$ cat config.mk
export PLATFORM = sky130hd
export DESIGN_NAME = iter_div
export DESIGN_NICKNAME = d
export VERILOG_FILES = /design/src/rtl/iter_div.sv
export SDC_FILE = /design/constraint.sdc
export NUM_CORES = 1
export LEC_CHECK = 0
export BUFFER_PORTS_ARGS = -buffer_cell sky130_fd_sc_hd__buf_2
export CORE_MARGIN = 10
export CORE_UTILIZATION = 45
export DETAILED_ROUTE_END_ITERATION = 6
export SYNTH_ARGS = -nofsm -noshare
export SYNTH_HDL_FRONTEND = slang
export SYNTH_SLANG_ARGS = --single-unit
$ cat constraint.sdc
create_clock -name clk -period 5.85 [get_ports clk]
set_clock_uncertainty 0.2 [all_clocks]
set_input_delay 0.585 -clock clk [delete_from_list [all_inputs] [get_ports clk]]
set_output_delay 0.585 -clock clk [all_outputs]
set_load 0.02 [all_outputs]
$ cat src/rtl/iter_div.sv
// Iterative radix-2 restoring divider: one 32/32 divide per 33 cycles, {quotient, remainder} out.
// Build option: define ITER_DIV_HOLD_RESULT_EN to hold DONE and m_axis_dout_tvalid until the next accept.
module iter_div #(
   parameter int SIGNED = 1
) (
   input  logic        clk,
   input  logic        resetn,
   input  logic [31:0] s_axis_dividend_tdata,
   input  logic        s_axis_dividend_tvalid,
   output logic        s_axis_dividend_tready,
   input  logic [31:0] s_axis_divisor_tdata,
   input  logic        s_axis_divisor_tvalid,
   output logic        s_axis_divisor_tready,
   output logic [63:0] m_axis_dout_tdata,
   output logic        m_axis_dout_tvalid
);
   // state   | meaning
   // ST_IDLE | waiting for a joint dividend/divisor handshake
   // ST_BUSY | one restoring step per edge, 32 edges
   // ST_DONE | result registered; a new accept may start directly
   typedef enum logic [1:0] {
      ST_IDLE = 2'd0,
      ST_BUSY = 2'd1,
      ST_DONE = 2'd2
   } state_t;

   state_t      state_q;
   logic [5:0]  cnt_q;
   logic [31:0] rem_q, quo_q, dvsr_q;
   logic        q_neg_q, r_neg_q, dz_q;
   logic [63:0] dout_q;
   logic        tready_q, tvalid_q;

   logic        accept;
   logic        dd_neg, dv_neg;
   logic [31:0] dd_abs, dv_abs;
   logic [32:0] sh_rem, trial;
   logic [31:0] rem_n, quo_n, q_fin, r_fin;

   assign accept = (state_q != ST_BUSY) && s_axis_dividend_tvalid && s_axis_divisor_tvalid;

   assign dd_neg = (SIGNED != 0) && s_axis_dividend_tdata[31];
   assign dv_neg = (SIGNED != 0) && s_axis_divisor_tdata[31];
   assign dd_abs = dd_neg ? (~s_axis_dividend_tdata + 32'd1) : s_axis_dividend_tdata;
   assign dv_abs = dv_neg ? (~s_axis_divisor_tdata + 32'd1) : s_axis_divisor_tdata;

   // The shifted remainder needs a 33rd bit: rem < divisor can still double past 2^32.
   always_comb begin
      sh_rem = {rem_q, quo_q[31]};
      trial  = sh_rem - {1'b0, dvsr_q};
      rem_n  = sh_rem[31:0];
      quo_n  = {quo_q[30:0], 1'b0};
      if (!trial[32]) begin
         rem_n    = trial[31:0];
         quo_n[0] = 1'b1;
      end
   end

   // Divide by zero leaves rem = |dividend|, so re-signing it restores the original dividend.
   assign q_fin = dz_q ? 32'hFFFF_FFFF : (q_neg_q ? (~quo_n + 32'd1) : quo_n);
   assign r_fin = r_neg_q ? (~rem_n + 32'd1) : rem_n;

   always_ff @(posedge clk) begin
      if (!resetn) begin
         state_q  <= ST_IDLE;
         cnt_q    <= 6'd0;
         rem_q    <= 32'd0;
         quo_q    <= 32'd0;
         dvsr_q   <= 32'd0;
         q_neg_q  <= 1'b0;
         r_neg_q  <= 1'b0;
         dz_q     <= 1'b0;
         dout_q   <= 64'd0;
         tready_q <= 1'b1;
         tvalid_q <= 1'b0;
      end else if (state_q == ST_BUSY) begin
         rem_q <= rem_n;
         quo_q <= quo_n;
         cnt_q <= cnt_q + 6'd1;
         if (cnt_q == 6'd31) begin
            dout_q   <= {q_fin, r_fin};
            tvalid_q <= 1'b1;
            tready_q <= 1'b1;
            state_q  <= ST_DONE;
         end
      end else if (accept) begin
         state_q  <= ST_BUSY;
         cnt_q    <= 6'd0;
         rem_q    <= 32'd0;
         quo_q    <= dd_abs;
         dvsr_q   <= dv_abs;
         q_neg_q  <= dd_neg ^ dv_neg;
         r_neg_q  <= dd_neg;
         dz_q     <= (s_axis_divisor_tdata == 32'd0);
         tready_q <= 1'b0;
         tvalid_q <= 1'b0;
      end else if (state_q == ST_DONE) begin
`ifdef ITER_DIV_HOLD_RESULT_EN
         tvalid_q <= 1'b1;
`else
         state_q  <= ST_IDLE;
         tvalid_q <= 1'b0;
`endif
      end
   end

   assign s_axis_dividend_tready = tready_q;
   assign s_axis_divisor_tready  = tready_q;
   assign m_axis_dout_tdata      = dout_q;
   assign m_axis_dout_tvalid     = tvalid_q;
endmodule

# == Word level (Yosys, flattened, before mapping) ==
# Cells that the tools add are included.
# totals
ff_bits,173
out_inout_bits,67
# op_classes
n_eq_ne,5
add_sub_neg,6
bitwise_logic,6
reduce_logical,9
muxes,23
# ops
cell,n
two-way mux 32 bit,10
adder 32 x 1 -> 32 bit (second input constant),4
inverter 32 bit,4
subtractor 33 x 32 -> 33 bit,1
logical NOT 32 bit,1
two-way mux 6 bit,2
two-way mux 2 bit,4
AND reduction 2 bit,4
two-way mux 1 bit,7
adder 6 x 1 -> 6 bit (second input constant),1
== test 6 x 5 -> 1 bit (second input constant),1
inequality test 2 x 1 -> 1 bit (second input constant),2
nonzero test 3 bit,1
== test 2 x 1 -> 1 bit (second input constant),1
== test 2 bit (second input constant),1
logical AND 1 bit,2
nonzero test 2 bit,1
inverter 1 bit,1
XOR 1 bit,1

# == Depth between registers and ports, before layout ==
# Gate-level depths: netlist of the first run.
# logic_depth
ltp_word,6
depth_mapped,28
ltp_nobuf,24

# == Least setup slack after synthesis of the first run ==
# Ideal clock, no wire load.
# synth_timing
path_kind,register to register
startpoint,reg quo_q[31]
endpoint,"reg dout_q[24], in the netlist m_axis_dout_tdata[24]"
stages_incl_launch_ff,26
t_arrival_ns,4.766
setup_slack_ns,0.814
required_time_ns,5.580
setup_ns,0.071
cell_sequence,dfxtp_1 -> inv_1 -> ha_1 -> inv_1 -> fa_1 -> a211oi_1 -> o211ai_1 -> nand2_1 -> nand2_1 -> a311oi_2 -> or3_1 -> buf_6 -> buf_6 -> buf_6 -> buf_2 -> mux2i_1 -> ha_1 -> nand2_1 -> a211oi_1 -> and3b_1 -> nor4b_1 -> mux2i_1 -> o31ai_1 -> xor2_1 -> nand2_1 -> a21oi_1
# synth_between
elab_chain_cells,5
# synth_lines
item,line_no,rtl
from (decl),29,"logic [31:0] rem_q, quo_q, dvsr_q;"
from (signal assigned),78,quo_q <= quo_n;
from (signal assigned),90,quo_q <= dd_abs;
subtractor 33 x 32 -> 33 bit,50,"trial = sh_rem - {1'b0, dvsr_q};"
two-way mux 32 bit (*),53,if (!trial[32]) begin
inverter 32 bit,61,assign r_fin = r_neg_q ? (~rem_n + 32'd1) : rem_n;
adder 32 x 1 -> 32 bit,61,
two-way mux 32 bit (*),61,
to (signal assigned),81,"dout_q <= {q_fin, r_fin};"
to (decl),31,logic [63:0] dout_q;
# Every way passes the cells marked *; elsewhere a longest branch is shown, timed or not.
# A chain may end at the register's enable or synchronous reset.

# == Worst setup path after layout of the first run ==
# Same ends and word-level chain as after synthesis.

==> impl_results.rst, run 1 <==
.. list-table::
   :header-rows: 1

   * - Metric
     - Value
   * - Vertical die dimension
     - about 180 um
   * - Kind of start point of the critical path
     - flop
   * - Destination of the worst register-to-register timing path
     - m_axis_dout_tdata[24]$_SDFFE_PN0P_
   * - Fillers
     - between 2000 and 3000
   * - Mean cell area of the mapped netlist
     - about 7.6 sq um
   * - Global-route total usage across every layer
     - between 20% and 30%
   * - Clock-pin slew reported for the worst setup and hold paths after clock tree synthesis
     - roughly 70 ps
   * - Critical path endpoint category
     - flop
   * - Transition time of the tightest slew-check pin
     - roughly 1300 ps
   * - Synth Register Bits
     - roughly 170
   * - Power Dens Cells
     - 485 nW/um^2
   * - Via count of the first global-routing pass
     - between 10000 and 15000
   * - Endpoint required time on the critical path
     - around 6000 ps
   * - CTS-repair resized insts
     - 0
   * - Pleak
     - approximately 5.3 nW
   * - Crit Path Max Fanout
     - 6
   * - I/O pin total
     - about 140
   * - Final global-route overflow total
     - 0
   * - Initial core utilization
     - around 46%
   * - Type of the most critical hold path
     - in2reg
   * - Setup TNS after final layout
     - 0 ps
   * - Signal arrival time at the worst endpoint
     - approximately 5500 ps
   * - Average wire per cell in the routed design
     - ~20 um
   * - Pin count of the biggest net entering global routing
     - 70
   * - Type of the worst setup path
     - reg2reg
   * - Initial antenna violation count
     - 0
   * - Crit path largest cell delay
     - 500 ps
   * - Post-layout net count
     - around 1700
   * - Final Hold Viols
     - 0
   * - IO buf count
     - roughly 130
   * - Sequential cell area fraction in the yosys report
     - between 20% and 30%
   * - Worst path setup slack after routing
     - about 520 ps
   * - Core outline area
     - between 20000 and 30000 sq um
   * - Max rail drop VDD
     - approximately 0.00034 V
   * - Number of max-slew violations in the final report
     - 0
   * - Largest cells by area after synthesis
     - dfxtp_1 (29%), a21oi_1 (6.3%), xor2_1 (5.1%)
   * - Worst-case hold slack
     - 233 ps
   * - Cells traversed along the worst timing path
     - inv_1 > ha_1 > inv_1 > fa_1 > a211oi_1 > o211ai_1 > nand2_1 > nand2_1 > a311oi_2 > or3_2 > mux2i_1 > ha_1 > nand2_1 > a211oi_1 > and3b_1 > nor4b_2 > mux2i_2 > o31ai_1 > xor2_1 > nand2_1 > a21oi_1
   * - Last weighted congestion value of the routability-driven placer
     - 0.911
   * - Max-cap check violation count
     - 0
   * - Normalized max-slew margin
     - about 16%
   * - R2R setup slack
     - 520 ps
   * - Core Util, Final
     - 51.0%
   * - Run status
     - complete, no violations
   * - Most prevalent standard cell on the critical path
     - nand2_1
   * - Clock buffer count from CTS
     - 17
   * - Number of cells on the worst hold path
     - 3
   * - Final worst path period share
     - between 90% and 100%
   * - Final Routed Wirelength
     - 38500 um
   * - H-tree level count
     - 4
   * - Most common cell after layout, fill and taps aside
     - dfxtp_1
   * - CTS Root Buffer Type
     - clkbuf_16
   * - Row count
     - between 50 and 60
   * - Slowest cell on the critical path
     - a311oi_2
   * - Area growth from synthesis to layout
     - 11.6%
   * - First-pass GRT wire length
     - ~60000 um
   * - Maximum achievable frequency
     - 188 MHz
   * - Synthesized instance count
     - ~1600
   * - Worst-case setup slack after placement
     - 428 ps
   * - Synthesized net count
     - around 1700
   * - Buffer depth of the longest clock path
     - 2
   * - Setup violators final
     - 0
   * - Area fraction of the dominant cell type after synthesis
     - around 29%
   * - CTS hold repair buffers
     - 0
   * - Detailed placement HPWL
     - a little under 30000 um
   * - CTS tree
     - built
   * - First drt pass iteration count
     - 6
   * - Count of cells along the worst register-to-register path
     - 21
   * - Hold Crit Start
     - s_axis_divisor_tdata[0]
   * - Hold path endpoint
     - dvsr_q[0]$_SDFFE_PN0P_
   * - Total power
     - approximately 6.4 mW
   * - Most area-hungry cell type in the Yosys netlist
     - dfxtp_1
   * - Source-to-sink clock delay at the later pin of the worst-skew pair
     - 450 ps
   * - Async SR Flop Fraction
     - 0%
   * - Number of distinct library cells after synthesis
     - 90
   * - RSZ-0062 raised after global routing
     - false
   * - Final antenna-violating net count
     - 0
   * - R2R Path Start
     - quo_q[31]$_SDFFE_PN0N_
   * - Commonest cells after routing, fill and taps aside
     - dfxtp_1 (172), a21oi_1 (150), nor2_1 (149)
   * - Via count
     - approximately 12000
   * - Number of antenna diodes
     - 0
   * - Setup bufs post-CTS
     - 0
   * - DRC
     - 0
   * - EDFF count, synth
     - 0
   * - CTS sink cnt
     - 172
   * - Per-cell via count in the routed design
     - 5.99
   * - Most used flip-flop cell after synthesis
     - dfxtp_1
   * - Netlist area before placement
     - 11900 sq um
   * - Warnings from Yosys
     - 0
   * - Post-route minimum period
     - about 5300 ps
   * - Die Area
     - 33400 sq um
   * - Layout cell share with drive strength beyond 1
     - approximately 14%
   * - Die X-Extent
     - roughly 180 um
   * - Number of DRC violations after detailed-routing iteration 0
     - 1350
## layout make-up
type                       count  area (sq um)  share of cell area (%)
tap                          335           419                    3.16
clock buffer                  19           443                    3.34
clock inverter                13           175                    1.32
sequential                   172          3440                    25.9
inverter                      55           214                    1.61
multi-input combinational   1231          7820                    58.9
timing repair buffer         146           761                    5.73
## stage by stage
step / cells / instance area (sq um)
5_1_grt: 1971 / 13300
4_1_cts: 1971 / 13300
6_report: 1971 / 13300
3_3_place_gp: 1939 / 12600
3_5_place_dp: 1939 / 12600
2_1_floorplan: 1560 / 11900
## synthesized netlist by cell type (4+ instances only)
library cell  number
buf_6              5
or4_1             10
o21ai_1           25
and2_1            15
nor4_1            16
or3_1             38
a21boi_0           4
o41ai_1           13
nand2b_1          13
and3_1            11
xor2_1            69
ha_1              37
o211ai_1          13
a21o_1            17
o21ai_0           93
nor2_1           152
a21oi_2            5
nand4_1           15
dfxtp_1          172
nor4b_1            5
nand2_1          142
a211oi_1          38
xnor2_1           54
or2_2              5
nand3b_1           4
o21a_1             9
nand3_1           39
nor3_1            25
a31oi_1           34
a21oi_1          150
o31ai_1           36
a221oi_1           5
a22oi_1           30
clkbuf_1          70
buf_2             19
nor2b_1            6
inv_1             52
mux2i_1           24
buf_1              4
o31a_1             5
## critical path: cells and delay by family, from the launching register on
family          cells  cell delay, ps
mux                 2             550
fa+ha+maj           3             900
compound gates      6            1710
simple gates        7            1270
flops               1             340
xor+xnor            1             170
buf+inv             2             110
## registers in the layout, indices dropped and copies added (netlist names)
name,cells
m_axis_dout_tdata,64
dvsr_q,32
quo_q,32
rem_q,32
cnt_q,6
state_q,2
dz_q,1
q_neg_q,1
r_neg_q,1
s_axis_dividend_tready,1
## how the worst max path moves through the flow
stage | start | to | depth (start not counted)
after global routing | quo_q[31]$_SDFFE_PN0N_ | m_axis_dout_tdata[24]$_SDFFE_PN0P_ | 21
after CTS | quo_q[31]$_SDFFE_PN0N_ | m_axis_dout_tdata[24]$_SDFFE_PN0P_ | 21
after global placement | quo_q[31]$_SDFFE_PN0N_ | m_axis_dout_tdata[24]$_SDFFE_PN0P_ | 23
final | quo_q[31]$_SDFFE_PN0N_ | m_axis_dout_tdata[24]$_SDFFE_PN0P_ | 21
after floorplan | quo_q[31]$_SDFFE_PN0N_ | m_axis_dout_tdata[24]$_SDFFE_PN0P_ | 25
after detailed placement | quo_q[31]$_SDFFE_PN0N_ | m_axis_dout_tdata[24]$_SDFFE_PN0P_ | 21
## routing by layer
| layer | GRT usage, % | vias to the layer above | share of wire (%) |
|---|---|---|---|
| met1 | 32.0 | 5508 | 48 |
| met4 | 5.21 | 0 | 1.4 |
| met3 | 3.86 | 47 | 6.9 |
| met5 | 0 | - | 0 |
| met2 | 33.1 | 440 | 44 |
| li1 | - | 5810 | - |
## kinds of logic after synthesis
logic type      synth area share (%)
compound gates                  28.3
flops                           28.9
xor+xnor                        9.05
mux                             2.24
fa+ha+maj                       4.06
simple gates                    21.6
buf+inv                         5.75
## power by group
group | total [mW] | switching (mW) | internal, mW | leakage [nW]
Clock | 1.21 | 0.551 | 0.661 | 0.299
Sequential | 1.33 | 0.0962 | 1.24 | 1.39
Combinational | 3.89 | 2.52 | 1.37 | 3.60
(Power assumes the default switching activity.)
==> run 2, diff against run 1 <==
--- a/config.mk
+++ b/config.mk
@@ -6,9 +6,12 @@
 export NUM_CORES = 1
 export LEC_CHECK = 0
 export BUFFER_PORTS_ARGS = -buffer_cell sky130_fd_sc_hd__buf_2
+export CELL_PAD_IN_SITES_DETAIL_PLACEMENT = 0
+export CELL_PAD_IN_SITES_GLOBAL_PLACEMENT = 1
 export CORE_MARGIN = 10
-export CORE_UTILIZATION = 45
+export CORE_UTILIZATION = 44
 export DETAILED_ROUTE_END_ITERATION = 6
+export PLACE_DENSITY_LB_ADDON = 0.1
 export SYNTH_ARGS = -nofsm -noshare
 export SYNTH_HDL_FRONTEND = slang
 export SYNTH_SLANG_ARGS = --single-unit
==> run 2 against run 1 <==
  * Combinational power is essentially flat
  * Sequential share of layout area shrank 0.11 points
  * Wire length grew 2.1%
  * Count of clock-buffer cells in the layout shrank 2
  * Register-to-register slack lost 90 ps
  * Critical endpoint is now m_axis_dout_tdata[60]$_SDFFE_PN0P_
==> impl_results.rst, run 2 (synthesis results as in run 1) <==
.. list-table::
   :header-rows: 1

   * - Metric
     - Value
   * - Setup violators final
     - 0
   * - Type of the most critical hold path
     - in2reg
   * - Initial core utilization
     - between 40 and 50%
   * - Final Hold Viols
     - 0
   * - Number of antenna diodes
     - 0
   * - CTS Root Buffer Type
     - clkbuf_16
   * - Type of the worst setup path
     - reg2reg
   * - Row count
     - 60
   * - IO buf count
     - approximately 130
   * - Crit Path Max Fanout
     - 45
   * - Maximum achievable frequency
     - between 150 and 200 MHz
   * - Global-route total usage across every layer
     - a little under a quarter
   * - Transition time of the tightest slew-check pin
     - ~1100 ps
   * - Commonest cells after routing, fill and taps aside
     - dfxtp_1 (172), a21oi_1 (150), nor2_1 (149)
   * - Worst-case setup slack after placement
     - 359 ps
   * - Per-cell via count in the routed design
     - just under 6
   * - Number of cells on the worst hold path
     - 3
   * - Final worst path period share
     - between 90% and 100%
   * - CTS hold repair buffers
     - 0
   * - Core Util, Final
     - between 40% and 50%
   * - Count of cells along the worst register-to-register path
     - 19
   * - Worst-case hold slack
     - approximately 230 ps
   * - Signal arrival time at the worst endpoint
     - between 5000 and 6000 ps
   * - Number of DRC violations after detailed-routing iteration 0
     - between 1000 and 1500
   * - DRC
     - 0
   * - R2R setup slack
     - between 400 and 500 ps
   * - Most common cell after layout, fill and taps aside
     - dfxtp_1
   * - CTS tree
     - built
   * - Power Dens Cells
     - a little under 500 nW/um^2
   * - Post-layout net count
     - 1732
   * - H-tree level count
     - 4
   * - Worst path setup slack after routing
     - approximately 430 ps
   * - Run status
     - complete, no violations
   * - Initial antenna violation count
     - 0
   * - Kind of start point of the critical path
     - flop
   * - Number of flip-flops under the largest register name
     - 64
   * - Hold Crit Start
     - s_axis_divisor_tdata[0]
   * - CTS-repair resized insts
     - 0
   * - Setup TNS after final layout
     - 0 ps
   * - RSZ-0062 raised after global routing
     - false
   * - Number of max-slew violations in the final report
     - 0
   * - I/O pin total
     - 135
   * - Hold path endpoint
     - dvsr_q[0]$_SDFFE_PN0P_
   * - Endpoint required time on the critical path
     - around 6000 ps
   * - Core outline area
     - between 20000 and 30000 sq um
   * - First drt pass iteration count
     - 5
   * - CTS sink cnt
     - roughly 170
   * - Vertical die dimension
     - around 180 um
   * - First-pass GRT wire length
     - between 60000 and 70000 um
   * - Layout cell share with drive strength beyond 1
     - around 14%
   * - Final global-route overflow total
     - 0
   * - Pleak
     - 5.31 nW
   * - Clock buffer count from CTS
     - 17
   * - Die X-Extent
     - about 180 um
   * - Last weighted congestion value of the routability-driven placer
     - 0.932
   * - Source-to-sink clock delay at the later pin of the worst-skew pair
     - between 400 and 500 ps
   * - Area growth from synthesis to layout
     - 12.1%
   * - Buffer depth of the longest clock path
     - 2
   * - Die Area
     - 34000 sq um
   * - Via count
     - approximately 12000
   * - Pin count of the biggest net entering global routing
     - 84
   * - Destination of the worst register-to-register timing path
     - m_axis_dout_tdata[60]$_SDFFE_PN0P_
   * - Via count of the first global-routing pass
     - 10900
   * - Setup bufs post-CTS
     - 0
   * - Final Routed Wirelength
     - between 30000 and 40000 um
   * - Max-cap check violation count
     - 0
   * - Detailed placement HPWL
     - 29900 um
   * - Critical path endpoint category
     - flop
   * - Average wire per cell in the routed design
     - around 20 um
   * - R2R Path Start
     - quo_q[31]$_SDFFE_PN0N_
   * - Clock-pin slew reported for the worst setup and hold paths after clock tree synthesis
     - roughly 90 ps
   * - Final antenna-violating net count
     - 0
   * - Post-route minimum period
     - 5420 ps
   * - Max rail drop VDD
     - approximately 0.0004 V
   * - Normalized max-slew margin
     - roughly 28%
-- run 2: cell types whose count changed in the layout (fill, tap and decap cells not counted), sizes merged --
cell and change:
inv -1, bufinv -2, clkbuf -2, clkinv +5, buf +3
-- run 2: layout make-up --
| type | count | area [sq um] |
|---|---|---|
| clock inverter | 15 | 210 |
| clock buffer | 17 | 425 |
| sequential | 172 | 3440 |
| multi-input combinational | 1231 | 7830 |
| timing repair buffer | 149 | 783 |
| fill | 2712 | 13500 |
| inverter | 55 | 214 |
| tap | 341 | 427 |
-- run 2: how the worst max path moves through the flow --
stage | startpoint | end | slack (ps) | depth (start not counted)
6_report | quo_q[31]$_SDFFE_PN0N_ | m_axis_dout_tdata[60]$_SDFFE_PN0P_ | 430 | 19
5_1_grt | quo_q[31]$_SDFFE_PN0N_ | m_axis_dout_tdata[24]$_SDFFE_PN0P_ | 50 | 21
4_1_cts | quo_q[31]$_SDFFE_PN0N_ | m_axis_dout_tdata[24]$_SDFFE_PN0P_ | 310 | 21
3_5_place_dp | quo_q[31]$_SDFFE_PN0N_ | m_axis_dout_tdata[24]$_SDFFE_PN0P_ | 360 | 21
3_3_place_gp | quo_q[31]$_SDFFE_PN0N_ | m_axis_dout_tdata[24]$_SDFFE_PN0P_ | 490 | 21
2_1_floorplan | quo_q[31]$_SDFFE_PN0N_ | m_axis_dout_tdata[24]$_SDFFE_PN0P_ | 810 | 25
-- run 2: worst max-delay path, stage by stage (launching register included) --
cell and delay (ps):
dfxtp_1 340, inv_1 60, ha_1 150, inv_1 50
fa_1 420, a211oi_1 330, o211ai_1 160, nand2_1 130
nand2_1 110, a41o_1 290, or3_2 580, inv_6 90
buf_4 500, ha_1 350, nand2_1 110, or3_1 500
or3_1 400, o31ai_1 250, xor2_1 180, a21oi_1 80
-- run 2: per-stage QoR --
stage               total power, mW  instance area (sq um)  cells
floorplan                      4.29                  11900   1560
finish                         6.46                  13300   1980
global placement               5.19                  12700   1948
CTS                            6.40                  13300   1980
detailed placement             5.17                  12700   1948
global route                   6.88                  13300   1980
-- run 2: layer usage --
metal	GRT usage (%)	routed length, um
met5	0	0
met4	5.70	677
met3	3.21	2020
met2	33.0	16500
met1	34.4	20100
-- run 2: report_power, final --
part | switching [mW] | total, mW | internal, mW | leakage [nW]
logic | 2.54 | 3.91 | 1.37 | 3.62
registers | 0.0975 | 1.33 | 1.24 | 1.39
clock network | 0.622 | 1.22 | 0.595 | 0.301
total | 3.26 | 6.46 | 3.20 | 5.31
